File: src/rtl/conv_frame_ctrl.sv
// conv_frame_ctrl: frame sequencer for the 3x3 streaming convolution top.
// Latches the kernel on start, reads a WIDTH*HEIGHT raster frame from a
// pixel memory (1-cycle read latency), streams it at 1 px/clk, waits a
// drain window for the conv pipeline, then pulses done.
// Optional feature macro: CONV_FRAME_CTRL_PERF_EN (adds cyc_count).
// Ports:
//   clk, rst              clock, async active-high reset
//   start                 single-cycle frame start request
//   busy, done            frame in progress / one-cycle completion pulse
//   cfg_we/addr/wdata     kernel shadow coefficient write (index 0..8)
//   mem_rd_en/addr/rd_data pixel memory read port
//   pix_valid, pix_data   pixel stream to the convolution top
//   k_active              active kernel, k00 in [7:0] .. k22 in [71:64]
//   conv_out_valid        conv top output strobe, counted while busy
//   out_count             valid outputs counted in current/last frame
//   cyc_count             busy cycle count (only with CONV_FRAME_CTRL_PERF_EN)
module conv_frame_ctrl #(
    parameter int unsigned WIDTH  = 256,
    parameter int unsigned HEIGHT = 256,
    parameter int unsigned BITW   = 8,
    parameter int unsigned AW     = 16,
    parameter int unsigned DRAIN  = 8
) (
    input  logic            clk,
    input  logic            rst,
    input  logic            start,
    output logic            busy,
    output logic            done,
    input  logic            cfg_we,
    input  logic [3:0]      cfg_addr,
    input  logic [7:0]      cfg_wdata,
    output logic            mem_rd_en,
    output logic [AW-1:0]   mem_addr,
    input  logic [BITW-1:0] mem_rd_data,
    output logic            pix_valid,
    output logic [BITW-1:0] pix_data,
    output logic [71:0]     k_active,
    input  logic            conv_out_valid,
    output logic [AW-1:0]   out_count
`ifdef CONV_FRAME_CTRL_PERF_EN
    ,
    output logic [31:0]     cyc_count
`endif
);

    localparam int unsigned NPIX      = WIDTH * HEIGHT;
    localparam int unsigned LAST_ADDR = NPIX - 1;
    localparam int unsigned KN        = 9;
    // Drain state spans memory latency, the DRAIN window and the cycle
    // that registers the done pulse.
    localparam int unsigned DRAIN_END = DRAIN + 1;
    localparam int unsigned DCW       = $clog2(DRAIN + 2);

    localparam logic [1:0] S_IDLE  = 2'd0;
    localparam logic [1:0] S_ISSUE = 2'd1;
    localparam logic [1:0] S_DRAIN = 2'd2;
    localparam logic [1:0] S_DONE  = 2'd3;

    // Sobel X, row-major, k00 in the low byte.
    localparam logic [KN-1:0][7:0] SOBEL_X = 72'h01_00_FF_02_00_FE_01_00_FF;

    logic [1:0]            state_q, state_d;
    logic                  busy_q, busy_d;
    logic                  done_q, done_d;
    logic                  rd_en_q, rd_en_d;
    logic [AW-1:0]         addr_q, addr_d;
    logic [DCW-1:0]        drain_q, drain_d;
    logic                  pix_valid_q;
    logic [BITW-1:0]       pix_hold_q;
    logic [KN-1:0][7:0]    shadow_q, shadow_d;
    logic [KN-1:0][7:0]    active_q, active_d;
    logic [AW-1:0]         out_cnt_q, out_cnt_d;
    logic                  start_acc;
`ifdef CONV_FRAME_CTRL_PERF_EN
    logic [31:0]           cyc_q, cyc_d;
`endif

    // Next-state and registered-output logic.
    always_comb begin
        state_d   = state_q;
        busy_d    = busy_q;
        done_d    = 1'b0;
        rd_en_d   = rd_en_q;
        addr_d    = addr_q;
        drain_d   = drain_q;
        active_d  = active_q;
        shadow_d  = shadow_q;
        out_cnt_d = out_cnt_q;
        start_acc = (state_q == S_IDLE) && start;

        // Shadow write; the copy below uses shadow_q so a coincident
        // write lands only in the next frame's kernel.
        if (cfg_we) begin
            for (int unsigned i = 0; i < KN; i++) begin
                if (cfg_addr == 4'(i)) shadow_d[i] = cfg_wdata;
            end
        end

        if (busy_q && conv_out_valid && (out_cnt_q != '1)) begin
            out_cnt_d = out_cnt_q + AW'(1);
        end

        case (state_q)
            S_IDLE: begin
                if (start) begin
                    active_d  = shadow_q;
                    addr_d    = '0;
                    rd_en_d   = 1'b1;
                    busy_d    = 1'b1;
                    out_cnt_d = '0;
                    state_d   = S_ISSUE;
                end
            end
            S_ISSUE: begin
                if (addr_q == AW'(LAST_ADDR)) begin
                    rd_en_d = 1'b0;
                    drain_d = '0;
                    state_d = S_DRAIN;
                end else begin
                    addr_d = addr_q + AW'(1);
                end
            end
            S_DRAIN: begin
                if (drain_q == DCW'(DRAIN_END)) begin
                    done_d  = 1'b1;
                    busy_d  = 1'b0;
                    state_d = S_DONE;
                end else begin
                    drain_d = drain_q + DCW'(1);
                end
            end
            default: begin
                state_d = S_IDLE;
            end
        endcase

`ifdef CONV_FRAME_CTRL_PERF_EN
        cyc_d = cyc_q;
        if (start_acc)   cyc_d = '0;
        else if (busy_q) cyc_d = cyc_q + 32'd1;
`endif
    end

    // State and output registers.
    always_ff @(posedge clk or posedge rst) begin
        if (rst) begin
            state_q     <= S_IDLE;
            busy_q      <= 1'b0;
            done_q      <= 1'b0;
            rd_en_q     <= 1'b0;
            addr_q      <= '0;
            drain_q     <= '0;
            pix_valid_q <= 1'b0;
            pix_hold_q  <= '0;
            shadow_q    <= SOBEL_X;
            active_q    <= SOBEL_X;
            out_cnt_q   <= '0;
`ifdef CONV_FRAME_CTRL_PERF_EN
            cyc_q       <= '0;
`endif
        end else begin
            state_q     <= state_d;
            busy_q      <= busy_d;
            done_q      <= done_d;
            rd_en_q     <= rd_en_d;
            addr_q      <= addr_d;
            drain_q     <= drain_d;
            pix_valid_q <= rd_en_q;
            pix_hold_q  <= pix_data;
            shadow_q    <= shadow_d;
            active_q    <= active_d;
            out_cnt_q   <= out_cnt_d;
`ifdef CONV_FRAME_CTRL_PERF_EN
            cyc_q       <= cyc_d;
`endif
        end
    end

    // Memory data arrives in the same cycle pix_valid is high, so it is
    // passed straight through then; otherwise the last pixel is held.
    assign pix_data  = pix_valid_q ? mem_rd_data : pix_hold_q;

    assign busy      = busy_q;
    assign done      = done_q;
    assign mem_rd_en = rd_en_q;
    assign mem_addr  = addr_q;
    assign pix_valid = pix_valid_q;
    assign k_active  = active_q;
    assign out_count = out_cnt_q;
`ifdef CONV_FRAME_CTRL_PERF_EN
    assign cyc_count = cyc_q;
`endif

endmodule
File: config.mk
export PLATFORM = sky130hd
export DESIGN_NAME = conv_frame_ctrl
export DESIGN_NICKNAME = d
export VERILOG_FILES = /design/src/rtl/conv_frame_ctrl.sv
export SDC_FILE = /design/constraint.sdc
export NUM_CORES = 1
export LEC_CHECK = 0
export ABC_AREA = 1
export BUFFER_PORTS_ARGS = -buffer_cell sky130_fd_sc_hd__buf_4
export CAP_MARGIN = 20
export CORE_MARGIN = 10
export CORE_UTILIZATION = 31
export DETAILED_ROUTE_END_ITERATION = 10
export PLACE_DENSITY_LB_ADDON = 0.2
export SLEW_MARGIN = 20
export SYNTH_ARGS = -nofsm -noshare
export SYNTH_HDL_FRONTEND = slang
export SYNTH_SLANG_ARGS = --single-unit
File: constraint.sdc
create_clock -name clk -period 5.5 [get_ports clk]
set_input_delay 0.275 -clock clk [delete_from_list [all_inputs] [get_ports clk]]
set_output_delay 0.275 -clock clk [all_outputs]
set_load 0.01 [all_outputs]
==> results of run 1 <==
worst register-to-register path, stage by stage (launching register included):
cell and delay [ns]:
dfrtp_1 0.42, inv_1 0.09, ha_1 0.25, nand2_4 0.57
inv_2 0.79, buf_4 0.54, nand2_1 0.12, nand2_1 0.09
where the power goes:
group / switching [W] / internal (W) / leakage [nW] / total (W)
combinational: 0.000821 / 0.000593 / 2.46 / 0.00141
sequential: 0.000254 / 0.00188 / 2.39 / 0.00214
clock: 0.000596 / 0.000683 / 0.298 / 0.00128
cell families (layout without fill, tap and decap cells):
logic type	Yosys count	after routing	share of synthesized area [%]
simple gates	527	527	26.22
mux	8	8	1.086
buf+inv	93	236	4.674
flops	194	194	59.29
fa+ha+maj	8	8	1.206
compound gates	111	111	6.891
xor+xnor	6	6	0.6333
Yosys cell counts, types with 2 or more instances:
master    instances  area (um^2)
a21oi_1          11        55.05
buf_1             4        15.01
buf_2             3        15.01
buf_6             4        45.04
clkbuf_1         22        82.58
dfrtp_1         142         3553
dfstp_2          52         1366
ha_1              8        100.1
inv_1            57        214.0
inv_2             2        7.510
mux2_2            8        90.09
nand2_1         412         1546
nand2_2           5        31.28
nand3_1          36        180.2
nand3_2           5        50.05
nand4_1          11        68.82
nor2_1           40        150.1
nor2_2            4        25.02
nor2_4            3        33.78
nor3_1            2        10.01
o21ai_0          84        420.4
o21ai_1          10        50.05
o21bai_1          4        30.03
or2_2             4        25.02
xnor2_1           4        35.03
xor2_1            2        17.52
final timing paths:
kind	slack [ns]	startpoint	endpoint	cells past startpoint
worst max-delay path	2.59	state_q[0]	k_active[22]	7
worst min-delay path	0.1	mem_rd_data[1]	pix_hold_q[1]	2
worst max register to register	2.59	state_q[0]	k_active[22]	7
worst min register to register	0.43	mem_rd_en	pix_valid	0
max in group asynchronous	3.93	rst	shadow_q[59]	4
min in group asynchronous	0.45	rst	pix_hold_q[2]	3
what timing repair did:
item	in CTS	in global routing
hold buffers	1	0
gates resized for setup	0	0
setup buffers	0	0
endpoints found under the hold margin	51	0
sequential cells by signal, summed over array words and instances, names as in the netlist:
| register | cells |
|---|---|
| k_active | 72 |
| shadow_q | 72 |
| mem_addr | 16 |
| out_count | 16 |
| pix_hold_q | 8 |
| drain_q | 4 |
| state_q | 2 |
| busy | 1 |
| done | 1 |
| mem_rd_en | 1 |
| pix_valid | 1 |
layer usage:
metal  part of all wire [%]  track usage (%)
met1                     48            17.59
met2                     45            20.49
met3                    5.9            3.933
met4                   0.50            2.492
met5                      0                0
metrics by stage:
step,hold slack [ns],util (%),power (W)
3_3_place_gp,0.3555,36.82,0.003601
2_1_floorplan,0.4195,-,0.002953
4_1_cts,0.07551,39.16,0.004935
3_5_place_dp,0.3569,36.82,0.003626
6_report,0.09584,39.18,0.004830
5_1_grt,0.07684,39.18,0.005190
final cells by class:
cell class,count,area [um^2],share of cell area [%]
inverters,60,237.7,2.315
repair buffers,144,1087,10.59
well taps,335,419.2,4.082
flip-flops and latches,194,4920,47.92
multi-input cells,660,2998,29.20
clock inverters,12,138.9,1.353
clock buffers,20,466.7,4.545
==> results.cfg, run 1 <==
[outcome]
run_status = complete, no violations

[power]
total_leakage_power_nw = 5.144
power.density_nw_per_um2 = 470.5
irDropWorstVdd_v = 0.0002334

[detailed_routing]
drc = 0
postRouteWirelength_um = 21880
first_iter_violations = 503
vias = 6451
ant_nets = 0
post_drt_wl_per_cell_um = 15.35
viasPerCell = 4.527
dr.pass1.iters = 5

[cells_and_area]
drive_above_1_share_pct = 24.40
fin_area_um2 = 10270
n_fill_cell = 2654
num_antenna_cells = 0
layoutNonFillerInstCount = 1425
area_growth_pct = 23.73
layout_common_cells = nand2_1, dfrtp_1, buf_4
final_common_cell = nand2_1
num-nets-final = 1110

[placed_design]
placed_area_um2 = 9648
dp_hpwl_um = 14570
io_buffer_count = 140
dp_cells = 1392
gp_congestion = 0.7841
place_ws_ns = 2.475

[die]
core_area_um2 = 26210
initial_core_util_pct = 31.66
io-pin-count = 141
die_x_um = 183.6
std_cell_rows = 59
die_height_um = 183.6
die-area_um2 = 33710

[critical_path]
cpLargestDelayFamily = buffers and inverters
critPathMaxStageDelay_ns = 0.76
critPathLaunchType = register
cp_slowest_cell = inv_2
critPathArrivalTime_ns = 3.28
worstSetupEndpointType = register
worstPathRequired_ns = 5.87
crit_chain = inv_1 -> ha_1 -> nand2_4 -> inv_2 -> buf_4 -> nand2_1 -> nand2_1
crit_buf_inv = 3
crit_path_frequent_cell = nand2_1
worst-setup-path-type = register to register
critPathMaxFanout = 86

[clock_tree]
root_buffer = clkbuf_16
clk_pin_slew_worst_paths_ns = 0.08
cts_tree = yes
cts_max_level = 4
cts.sinks = 194
cts_buffers = 17
cts_buffer_depth = 2
clk_latency_ns = 0.42

[synth]
ys.warnings.count = 0
yosysUniqueCellTypes = 34
synth.avg_cell_area_um2 = 8.762
yosys_register_bits = 194
netlist_instances = 947
syn_nets = 980
async_flop_share_pct = 100.0
synth.yosys.seq_area_share_pct = 59.29
syn_area_um2 = 8298
synth_ff_type = dfrtp_1
synth-edff-count = 0

[sta]
fin_crit_sh_pct = 52.90
fin_skew_ns = 0.009252
finalSetupViolations = 0
hold_viol = 0
slew_headroom_pct = 31.00
clock.fmax_ghz = 0.3437
rsz0062_at_grt = false
worstMarginPinSlew_ns = 1.035
final.setup.tns_ns = 0
fin_ws_ns = 2.591
slew_violations = 0
period_minus_slack_ns = 2.909

[global_route]
grt_pass1_wl_um = 35240
grt_max_degree = 87
grt_antenna_before_repair = 0
grt_overflow = 0
grtUsageTotal_pct = 13.09
grt_pass1_vias = 6425

[min_path]
min_path_type = input pin to register

[flow_run]
cap_violations = 0
Power figures use the tool's default switching activity.
==> run 2: changes to the inputs <==
==> constraint.sdc (replaced) <==
create_clock -name clk -period 2.7 [get_ports clk]
set_input_delay 0.135 -clock clk [delete_from_list [all_inputs] [get_ports clk]]
set_output_delay 0.135 -clock clk [all_outputs]
set_load 0.01 [all_outputs]
==> results.cfg, run 2 (synthesis results as in run 1) <==
[placed_design]
place_ws_ns = 0.7099
io_buffer_count = 140
dp_hpwl_um = 14570
gp_congestion = 0.7789

[cells_and_area]
num-nets-final = 1123
num_antenna_cells = 0
post-route-util_pct = 39.61
n_fill_cell = 2622
final_common_cell = nand2_1
drive_above_1_share_pct = 24.39
ff_latch_area_um2 = 4920
multi_input_area_um2 = 2998
area_growth_pct = 25.11
layout_common_cells = nand2_1, buf_4, dfrtp_1

[power]
switching_power_w = 0.003461
p_int_w = 0.006316
power.density_nw_per_um2 = 941.8
clkPwrFrac_pct = 25.5
irDropWorstVdd_v = 0.0003826
power.total_w = 0.009777
total_leakage_power_nw = 5.194
p_seq_share_pct = 44.5
comb_power_share_pct = 30.0
switching_share_pct = 35.40

[sta]
clock.fmax_ghz = 0.5036
slew_headroom_pct = 53.78
finalSetupViolations = 0
fin_skew_ns = 0.01253
fin_crit_sh_pct = 73.54
period_minus_slack_ns = 1.986
worstMarginPinSlew_ns = 0.6934
hold_viol = 0
fin_ws_ns = 0.7145
final.setup.tns_ns = 0
slew_violations = 0
rsz0062_at_grt = false

[global_route]
grt_antenna_before_repair = 0
grt_pass1_vias = 6530
grt_pass1_wl_um = 36000
grt_overflow = 0
grt_max_degree = 86
grtUsageTotal_pct = 13.36

[clock_tree]
post_cts_resized = 0
cts_max_level = 4
clk_pin_slew_worst_paths_ns = 0.08
clk_latency_ns = 0.43
cts_buffers = 17
cts_buffer_depth = 2
root_buffer = clkbuf_16
cts_tree = yes
postCtsSetupBuffers = 0
cts.sinks = 194

[critical_path]
cp_slowest_cell = nand3_2
crit_path_frequent_cell = nand3_2
critPathLaunchType = register
r2r_slack_ns = 0.71
worstSetupEndpointType = register
reg2reg_to = mem_addr[8]
r2r.worst_path.cells = 8
crit_chain = ha_1 -> nand3_2 -> inv_2 -> nand2_2 -> nor2_4 -> nand3_2 -> nand3_2 -> o21ai_0
critPathMaxFanout = 30
regToRegStartpoint = mem_addr[0]
critPathMaxStageDelay_ns = 0.44
critPathArrivalTime_ns = 2.32
worstPathRequired_ns = 3.04
worst-setup-path-type = register to register

[detailed_routing]
dr.pass1.iters = 5
post_drt_wl_per_cell_um = 15.33
drc = 0
vias = 6457
postRouteWirelength_um = 22050
viasPerCell = 4.490
ant_nets = 0
first_iter_violations = 382

[die]
die_x_um = 183.6
die-area_um2 = 33710
std_cell_rows = 59
die_height_um = 183.6
io-pin-count = 141
initial_core_util_pct = 31.66
core_area_um2 = 26210

[min_path]
hold_depth = 3
worst_hold_path.endpoint = shadow_q[23]
min_path_type = input pin to register
min_from = cfg_wdata[7]

[outcome]
run_status = complete, no violations

[flow_run]
cap_violations = 0
run 2: final cells by class:
type | count | share of cell area, %
Clock buffer | 18 | 4.134
Clock inverter | 14 | 1.350
Inverter | 60 | 2.254
Multi-Input combinational cell | 660 | 28.88
Sequential cell | 194 | 47.39
Tap cell | 335 | 4.038
Timing Repair Buffer | 157 | 11.96
run 2: how the worst max path moves through the flow:
| stage | slack [ns] | end | from | cells past startpoint |
|---|---|---|---|---|
| after global routing | 0.47 | mem_addr[8] | mem_addr[0] | 8 |
| after detailed placement | 0.71 | mem_addr[8] | mem_addr[0] | 8 |
| after floorplan | 0.10 | busy | rst | 1 |
| after global placement | 0.79 | mem_addr[13] | mem_addr[0] | 8 |
| final | 0.71 | mem_addr[8] | mem_addr[0] | 8 |
| after CTS | 0.69 | mem_addr[8] | mem_addr[0] | 8 |
run 2: what timing repair did:
item | CTS | global route
hold endpoints to repair | 115 | 0
hold buffers | 10 | 0
setup endpoints to repair | 0 | 0
run 2: critical path: cells and delay by family (launching register included):
kind	cells	cell delay, ns
buffers and inverters	1	0.06
AND/OR/NAND/NOR	5	0.76
flip-flops	1	0.42
adder cells (fa/ha/maj)	1	0.28
AO/OA/AOI/OAI	1	0.36
run 2: stage by stage:
step,instances,area [um^2],hold slack (ns)
finish,1438,10380,0.1647
CTS,1438,10380,0.1487
detailed placement,1396,9712,0.3364
global placement,1396,9712,0.3342
global route,1438,10380,0.1659
floorplan,947,8302,0.2795
run 2: power by group through the flow:
stage	Combinational, W	Sequential, W	Clock, W
after global placement	0.00297	0.00439	0
after global routing	0.00333	0.00445	0.00269
final	0.00293	0.00435	0.00249
after floorplan	0.00154	0.00448	0
after detailed placement	0.00300	0.00440	0
after CTS	0.00303	0.00436	0.00258
run 2: metal layers:
| metal | vias to the layer above | wire, um | global-route usage [%] | share of wire [%] |
|---|---|---|---|---|
| met5 | - | 0 | 0 | 0 |
| met4 | 0 | 102 | 2.951 | 0.46 |
| met3 | 8 | 1264 | 4.071 | 5.7 |
| met2 | 124 | 10120 | 21.02 | 46 |
| met1 | 3047 | 10560 | 17.69 | 48 |
| li1 | 3278 | - | - | - |
